File: src/rtl/serial_frame_rx.sv
// -----------------------------------------------------------------------------
// serial_frame_rx
//
// Purpose:
//   Serial frame receiver. It samples one bit per rising clk edge from an
//   already-registered serial line. A frame is a start bit 0, then WIDTH
//   data bits sent LSB first, then an optional even-parity bit, then a stop
//   bit 1. A good frame updates dout and pulses valid for one cycle.
//   A stop bit sampled as 0 pulses frame_err, and the receiver then waits in
//   BREAK until the line returns high. A parity mismatch pulses parity_err.
//
// Configuration:
//   SERIAL_RX_PARITY_EN : when this macro is defined, the PARITY state is
//                         present and parity is checked. The received parity
//                         bit must equal the XOR of the data bits. When it is
//                         undefined, parity_err is tied to 0.
//
// Ports:
//   clk         in   1      rising-edge clock
//   rst         in   1      asynchronous active-high reset
//   din         in   1      serial line; idle level 1
//   dout        out  WIDTH  last correctly received word; holds between frames
//   valid       out  1      one-cycle strobe: dout just updated
//   frame_err   out  1      one-cycle strobe: stop bit sampled as 0
//   parity_err  out  1      one-cycle strobe: parity mismatch
//   busy        out  1      receiver is not in IDLE
// -----------------------------------------------------------------------------
module serial_frame_rx #(
  parameter int WIDTH = 8
) (
  input  logic             clk,
  input  logic             rst,
  input  logic             din,
  output logic [WIDTH-1:0] dout,
  output logic             valid,
  output logic             frame_err,
  output logic             parity_err,
  output logic             busy
);

  localparam int CW = $clog2(WIDTH) + 1;

  typedef enum logic [2:0] {
    S_IDLE,
    S_DATA,
    S_STOP,
    S_BREAK
`ifdef SERIAL_RX_PARITY_EN
    , S_PARITY
`endif
  } state_t;

  state_t           r_state;
  logic [WIDTH-1:0] r_shreg;
  logic [CW-1:0]    r_cnt;
  logic [WIDTH-1:0] r_dout;
  logic             r_valid;
  logic             r_frame_err;

`ifdef SERIAL_RX_PARITY_EN
  logic             r_par;
  logic             r_parity_err;
  logic             w_par_ok;

  // Even parity overall: the parity bit repeats the XOR of the data bits.
  assign w_par_ok   = ((^r_shreg) == r_par);
  assign parity_err = r_parity_err;
`else
  assign parity_err = 1'b0;
`endif

  // NOTE: every state register below is updated with <= so that all of them
  // sample the values from before the edge. A blocking = here would let a
  // later statement see an already-updated value and create an ordering race.
  always_ff @(posedge clk or posedge rst) begin
    if (rst) begin
      // NOTE: the shift register and the counter are reset as well. This is
      // not strictly needed for correct operation, but it keeps dout and the
      // internal state deterministic after reset, including after an abort
      // in the middle of a frame.
      r_state     <= S_IDLE;
      r_shreg     <= '0;
      r_cnt       <= '0;
      r_dout      <= '0;
      r_valid     <= 1'b0;
      r_frame_err <= 1'b0;
`ifdef SERIAL_RX_PARITY_EN
      r_par        <= 1'b0;
      r_parity_err <= 1'b0;
`endif
    end else begin
      // Strobes default low, so each one lasts exactly one cycle.
      r_valid     <= 1'b0;
      r_frame_err <= 1'b0;
`ifdef SERIAL_RX_PARITY_EN
      r_parity_err <= 1'b0;
`endif
      unique case (r_state)
        S_IDLE: begin
          if (!din) begin
            r_state <= S_DATA;
            r_cnt   <= '0;
          end
        end

        S_DATA: begin
          // LSB arrives first, so bits enter at the top and shift down.
          r_shreg <= {din, r_shreg[WIDTH-1:1]};
          r_cnt   <= r_cnt + CW'(1);
          if (r_cnt == CW'(WIDTH - 1)) begin
`ifdef SERIAL_RX_PARITY_EN
            r_state <= S_PARITY;
`else
            r_state <= S_STOP;
`endif
          end
        end

`ifdef SERIAL_RX_PARITY_EN
        S_PARITY: begin
          r_par   <= din;
          r_state <= S_STOP;
        end
`endif

        S_STOP: begin
          if (din) begin
            r_state <= S_IDLE;
`ifdef SERIAL_RX_PARITY_EN
            if (w_par_ok) begin
              r_dout  <= r_shreg;
              r_valid <= 1'b1;
            end else begin
              r_parity_err <= 1'b1;
            end
`else
            r_dout  <= r_shreg;
            r_valid <= 1'b1;
`endif
          end else begin
            // A bad stop bit takes priority; parity is not evaluated.
            r_frame_err <= 1'b1;
            r_state     <= S_BREAK;
          end
        end

        S_BREAK: begin
          // While the line is held low, it is never taken as a new start bit.
          if (din) r_state <= S_IDLE;
        end

        default: r_state <= S_IDLE;
      endcase
    end
  end

  assign dout      = r_dout;
  assign valid     = r_valid;
  assign frame_err = r_frame_err;
  assign busy      = (r_state != S_IDLE);

endmodule

File: config.mk
export PLATFORM = sky130hd
export DESIGN_NAME = serial_frame_rx
export DESIGN_NICKNAME = d
export VERILOG_FILES = /design/src/rtl/serial_frame_rx.sv
export SDC_FILE = /design/constraint.sdc
export NUM_CORES = 1
export LEC_CHECK = 0
export ABC_AREA = 0
export BUFFER_PORTS_ARGS = -buffer_cell sky130_fd_sc_hd__buf_2
export CORE_UTILIZATION = 57
export DETAILED_ROUTE_END_ITERATION = 8
export PLACE_DENSITY = 0.9
export SLEW_MARGIN = 0
export SYNTH_ARGS = -nofsm -noshare
export SYNTH_HDL_FRONTEND = slang
export SYNTH_SLANG_ARGS = --single-unit
File: constraint.sdc
create_clock -name clk -period 2.8 [get_ports clk]
set_input_delay 0.56 -clock clk [delete_from_list [all_inputs] [get_ports clk]]
set_output_delay 0.56 -clock clk [all_outputs]
set_load 0.05 [all_outputs]
# [After elaboration in Yosys (flattened, before gate mapping)]
# Cells that the tools add are included.
[word_totals] reg_bits=25 latchBits=0 ram_bits=0 romBits=0 inputBits=3 output_inout_bits=12 wordCells=31 memories=0
[classes] n_addsub=1 n_mul=0 div=0 order_cmp=0 n_eq_ne=7 shift=0 muxes=11 bitwise_logic=0 reduce_logical=6
[ops] cell="case mux 3 bit (4 select lines)" count=1
[ops] cell="2-to-1 mux 3 bit" count=3
[ops] cell="case mux 4 bit (2 select lines)" count=1
[ops] cell="equality test 3 x 2 -> 1 bit (second input constant)" count=2
[ops] cell="!= test 2 bit (second input constant)" count=3
[ops] cell="adder 4 x 1 -> 4 bit (second input constant)" count=1
[ops] cell="equality test 4 x 3 -> 1 bit (second input constant)" count=1
[ops] cell="2-to-1 mux 1 bit" count=4
[ops] cell="2-to-1 mux 4 bit" count=1
[ops] cell="AND reduction 2 bit" count=2
[ops] cell="equality test 3 x 1 -> 1 bit (second input constant)" count=1
[ops] cell="zero test 3 bit" count=1
[ops] cell="AND reduction 3 bit" count=1
[ops] cell="nonzero test 3 bit" count=1
[ops] cell="2-to-1 mux 2 bit" count=1
[ops] cell="nonzero test 2 bit" count=1

# [Logic depth before layout (Yosys ltp)]
[depth] ltp_word=3 mapped_depth=4 ltp_nobuf=3

# [Worst setup path after synthesis]
# OpenSTA, ideal clock, no wires.
[synth_path] kind="register -> output" start="register r_state[1]" end="output port busy" t_arrival_ns=0.807 setup_slack_ns=1.433 path_stages_with_launch=3 path_buffers=0 cell_sequence="dfrtp_1 -> inv_1 -> nand2_1"
[synth_via] elab_chain_len=1
[synth_rtl] element="start: declaration" line="53" source="state_t r_state;"
[synth_rtl] element="start signal: assignment" line="81" source="r_state <= S_IDLE;"
[synth_rtl] element="start signal: assignment" line="101" source="r_state <= S_DATA;"
[synth_rtl] element="start signal: assignment" line="114" source="r_state <= S_STOP;"
[synth_rtl] element="nonzero test 3 bit" line="160" source="assign busy = (r_state != S_IDLE);"
[synth_rtl] element="end: declaration" line="38" source="output logic busy"
# No other way between the ends.

# [Final worst setup path]
# Same ends and word-level chain as after synthesis.

==> metrics.md <==
| Metric | Value |
|---|---|
| Vias in the first global route | `602` |
| DR vias/cell | `5.717` |
| WS Path Type | `reg2out` |
| CTS tree | `built` |
| Clock transition at path regs | `0.12 ns` |
| Initial Utilization | `0.6226` |
| Hold Slack | `0.4106 ns` |
| CTS buffer count | `3` |
| Area of the multi-input gates | `324.1 um2` |
| Die Height | `43.03 um` |
| # IOs | `15` |
| Avg Inst Size Synth | `11.56 um2` |
| Status | `completed` |
| Gr usage total | `0.1995` |
| Worst-margin pin slew | `0.8560 ns` |
| Worst hold path type | `in2async` |
| Clk root buf | `clkbuf_4` |
| Worst-path fanout max | `6` |
| Post-Route Skew | `0.002370 ns` |
| R2r setup slk | `1.28 ns` |
| Area grow syn2layout | `12.26%` |
| Sequential fraction of the synthesis area | `0.6258` |
| Post-synth net total | `87` |
| Crit path from | `r_state[1]` |
| Reg2reg end | `r_state[0]` |
| Reg2reg start | `r_state[1]` |
| Worst-Skew Late Latency | `0.31 ns` |
| Row count | `14` |
| Setup TNS | `0 ns` |
| Post-CTS Setup Inserts | `0` |
| Cell Pwr Density | `1235 nW/um2` |
| Final Power | `1.330 mW` |
| Grt total ovfl | `0` |
| Setup violators final | `0` |
| Gpl congestion | `0.8080` |
| Fin crit period | `1.751 ns` |
| Count of cell types in the netlist | `25` |
| Largest net degree at the start of global routing | `25` |
| Non-Filler Instances | `113` |
| Layout cells sized above 1 | `0.2268` |
| DR WL/cell | `13.19 um` |
| Post-route ant nets | `0` |
| Max-Slew Margin vs Limit | `0.4287` |
| DR DRC count | `0` |
| Hold-fix buffers, CTS | `0` |
| Cell count after synthesis | `83` |
| Sink Count | `24` |
| Max cap viols | `0` |
| Synth warn | `0` |
| First-pass GRT wire length | `2649 um` |
| IO Port Bufs | `13` |
| Initial antenna violation count | `0` |
| Reg area | `600.6 um2` |
| Arr. time, crit path | `1.19 ns` |
| Crit path launch type | `flip-flop` |
| Post-DP HPWL | `1039 um` |
| Core area | `1541 um2` |
| Vias | `646` |
| Max-slew violations | `0` |
| Reg2Reg Depth | `3` |
| Cell area after synthesis | `959.7 um2` |
| Final #Nets | `102` |
| Critical Path Sink Type | `output pin` |
| Fin util | `0.6989` |
| Worst-case clock buffer depth | `2` |
| Setup crit end | `busy` |
| #FFs+latches synth | `24` |
| Full die area | `1852 um2` |
| Tcrit/Tclk final | `0.6254` |
| Leakage | `0.6026 nW` |
| Fill count | `116` |
| Detailed Routing Iterations Pass 1 | `4` |
| # diodes | `0` |
| Critical path data required time | `2.24 ns` |
| RSZ-0062 raised after global routing | `no` |
| Peak supply drop | `0.5703 mV` |
| First DRT Iteration DRCs | `19` |
| Hold Fails Final Rpt | `0` |
| DP Cell Count | `109` |
| Post-cts resize count | `0` |
| Routed WL | `1490 um` |
| Max Freq | `0.5710 GHz` |
| CTS H-tree depth | `1` |
| Die W | `43.03 um` |
## layer usage
layer	track usage	routed length [um]	vias to the layer above
met5	0	0	-
met4	0.1091	43	0
met3	0.05106	78	7
met2	0.3091	719	30
met1	0.2557	648	311
li1	-	-	298
## cell usage in the layout, fill, tap and decap left out
master | Yosys | routed
a21o_1 | 1 | 1
dfrtp_1 | 24 | 24
clkbuf_4 | 0 | 3
mux2_2 | 3 | 3
and3_1 | 1 | 1
nor2_1 | 1 | 1
nor2b_1 | 1 | 1
mux2_1 | 6 | 6
a22o_1 | 1 | 1
nand2b_1 | 1 | 1
bufinv_16 | 0 | 1
a21boi_0 | 1 | 1
a211o_1 | 1 | 1
inv_2 | 1 | 1
buf_2 | 1 | 13
o21ai_0 | 1 | 1
ha_1 | 1 | 1
conb_1 | 1 | 1
inv_1 | 3 | 3
nand4b_1 | 1 | 1
o2bb2ai_1 | 1 | 1
mux2i_1 | 1 | 1
nand2_1 | 25 | 25
nand3_2 | 1 | 1
nor3_1 | 2 | 2
nand3_1 | 1 | 1
## critical path, stage by stage, from the launching register on
cell	delay, ns
dfrtp_1	0.47
inv_1	0.10
nand2_1	0.06
buf_2	0.25
## final cells by class
| cell class | instances | area share |
|---|---|---|
| Tap cell | 16 | 0.01858 |
| Inverter | 4 | 0.01394 |
| Multi-Input combinational cell | 52 | 0.3008 |
| Clock inverter | 1 | 0.02787 |
| Timing Repair Buffer | 13 | 0.06040 |
| Clock buffer | 3 | 0.02091 |
| Sequential cell | 24 | 0.5575 |
## cells by family (layout without fill, tap and decap cells)
kind of cell	Yosys count	after routing	share of synthesized area
simple gates	34	34	0.1565
flops	24	24	0.6258
mux	10	10	0.1160
buf+inv	7	21	0.03649
compound gates	6	6	0.04825
fa+ha+maj	1	1	0.01304
other cells	1	1	0.003908
## worst min-delay path by stage
| stage | end | slack, ns | cells past startpoint |
|---|---|---|---|
| finish | dout[5] | 0.41 | 2 |
| global route | dout[5] | 0.46 | 2 |
| CTS | dout[5] | 0.44 | 2 |
| detailed placement | dout[4] | 0.48 | 1 |
| global placement | r_shreg[0] | 0.46 | 2 |
| floorplan | r_shreg[0] | 0.44 | 2 |
## cell usage after synthesis, drive strengths merged
library cell	number	area share
nand3	2	0.016
a21o	1	0.0078
nor2	1	0.0039
inv	4	0.016
o2bb2ai	1	0.0091
nor2b	1	0.0065
nand2b	1	0.0065
ha	1	0.013
mux2	9	0.11
dfrtp	24	0.63
buf	3	0.021
o21ai	1	0.0052
nand2	25	0.098
mux2i	1	0.010
a211o	1	0.0091
a22o	1	0.0091
and3	1	0.0065
a21boi	1	0.0078
conb	1	0.0039
nand4b	1	0.0091
nor3	2	0.010
## power by group
group          leakage [nW]  total [mW]  switching (mW)  internal [mW]
logic                 0.268       0.508           0.345          0.163
clock network        0.0279       0.242          0.0968          0.145
registers             0.307       0.581          0.0994          0.481
total                 0.603        1.33           0.541          0.789
## registers in the layout (all words and copies together), names as in the netlist
signal / flops
dout: 8
frame_err: 1
r_cnt: 4
r_shreg: 8
r_state: 2
valid: 1
## through the flow
stage                     setup WS, ns  instance area (um2)
after floorplan                  1.433                959.7
after global placement           1.357                 1025
after detailed placement         1.321                 1025
after CTS                        1.043                 1077
after global routing            0.9724                 1077
final                            1.049                 1077
Power figures use the tool's default switching activity.
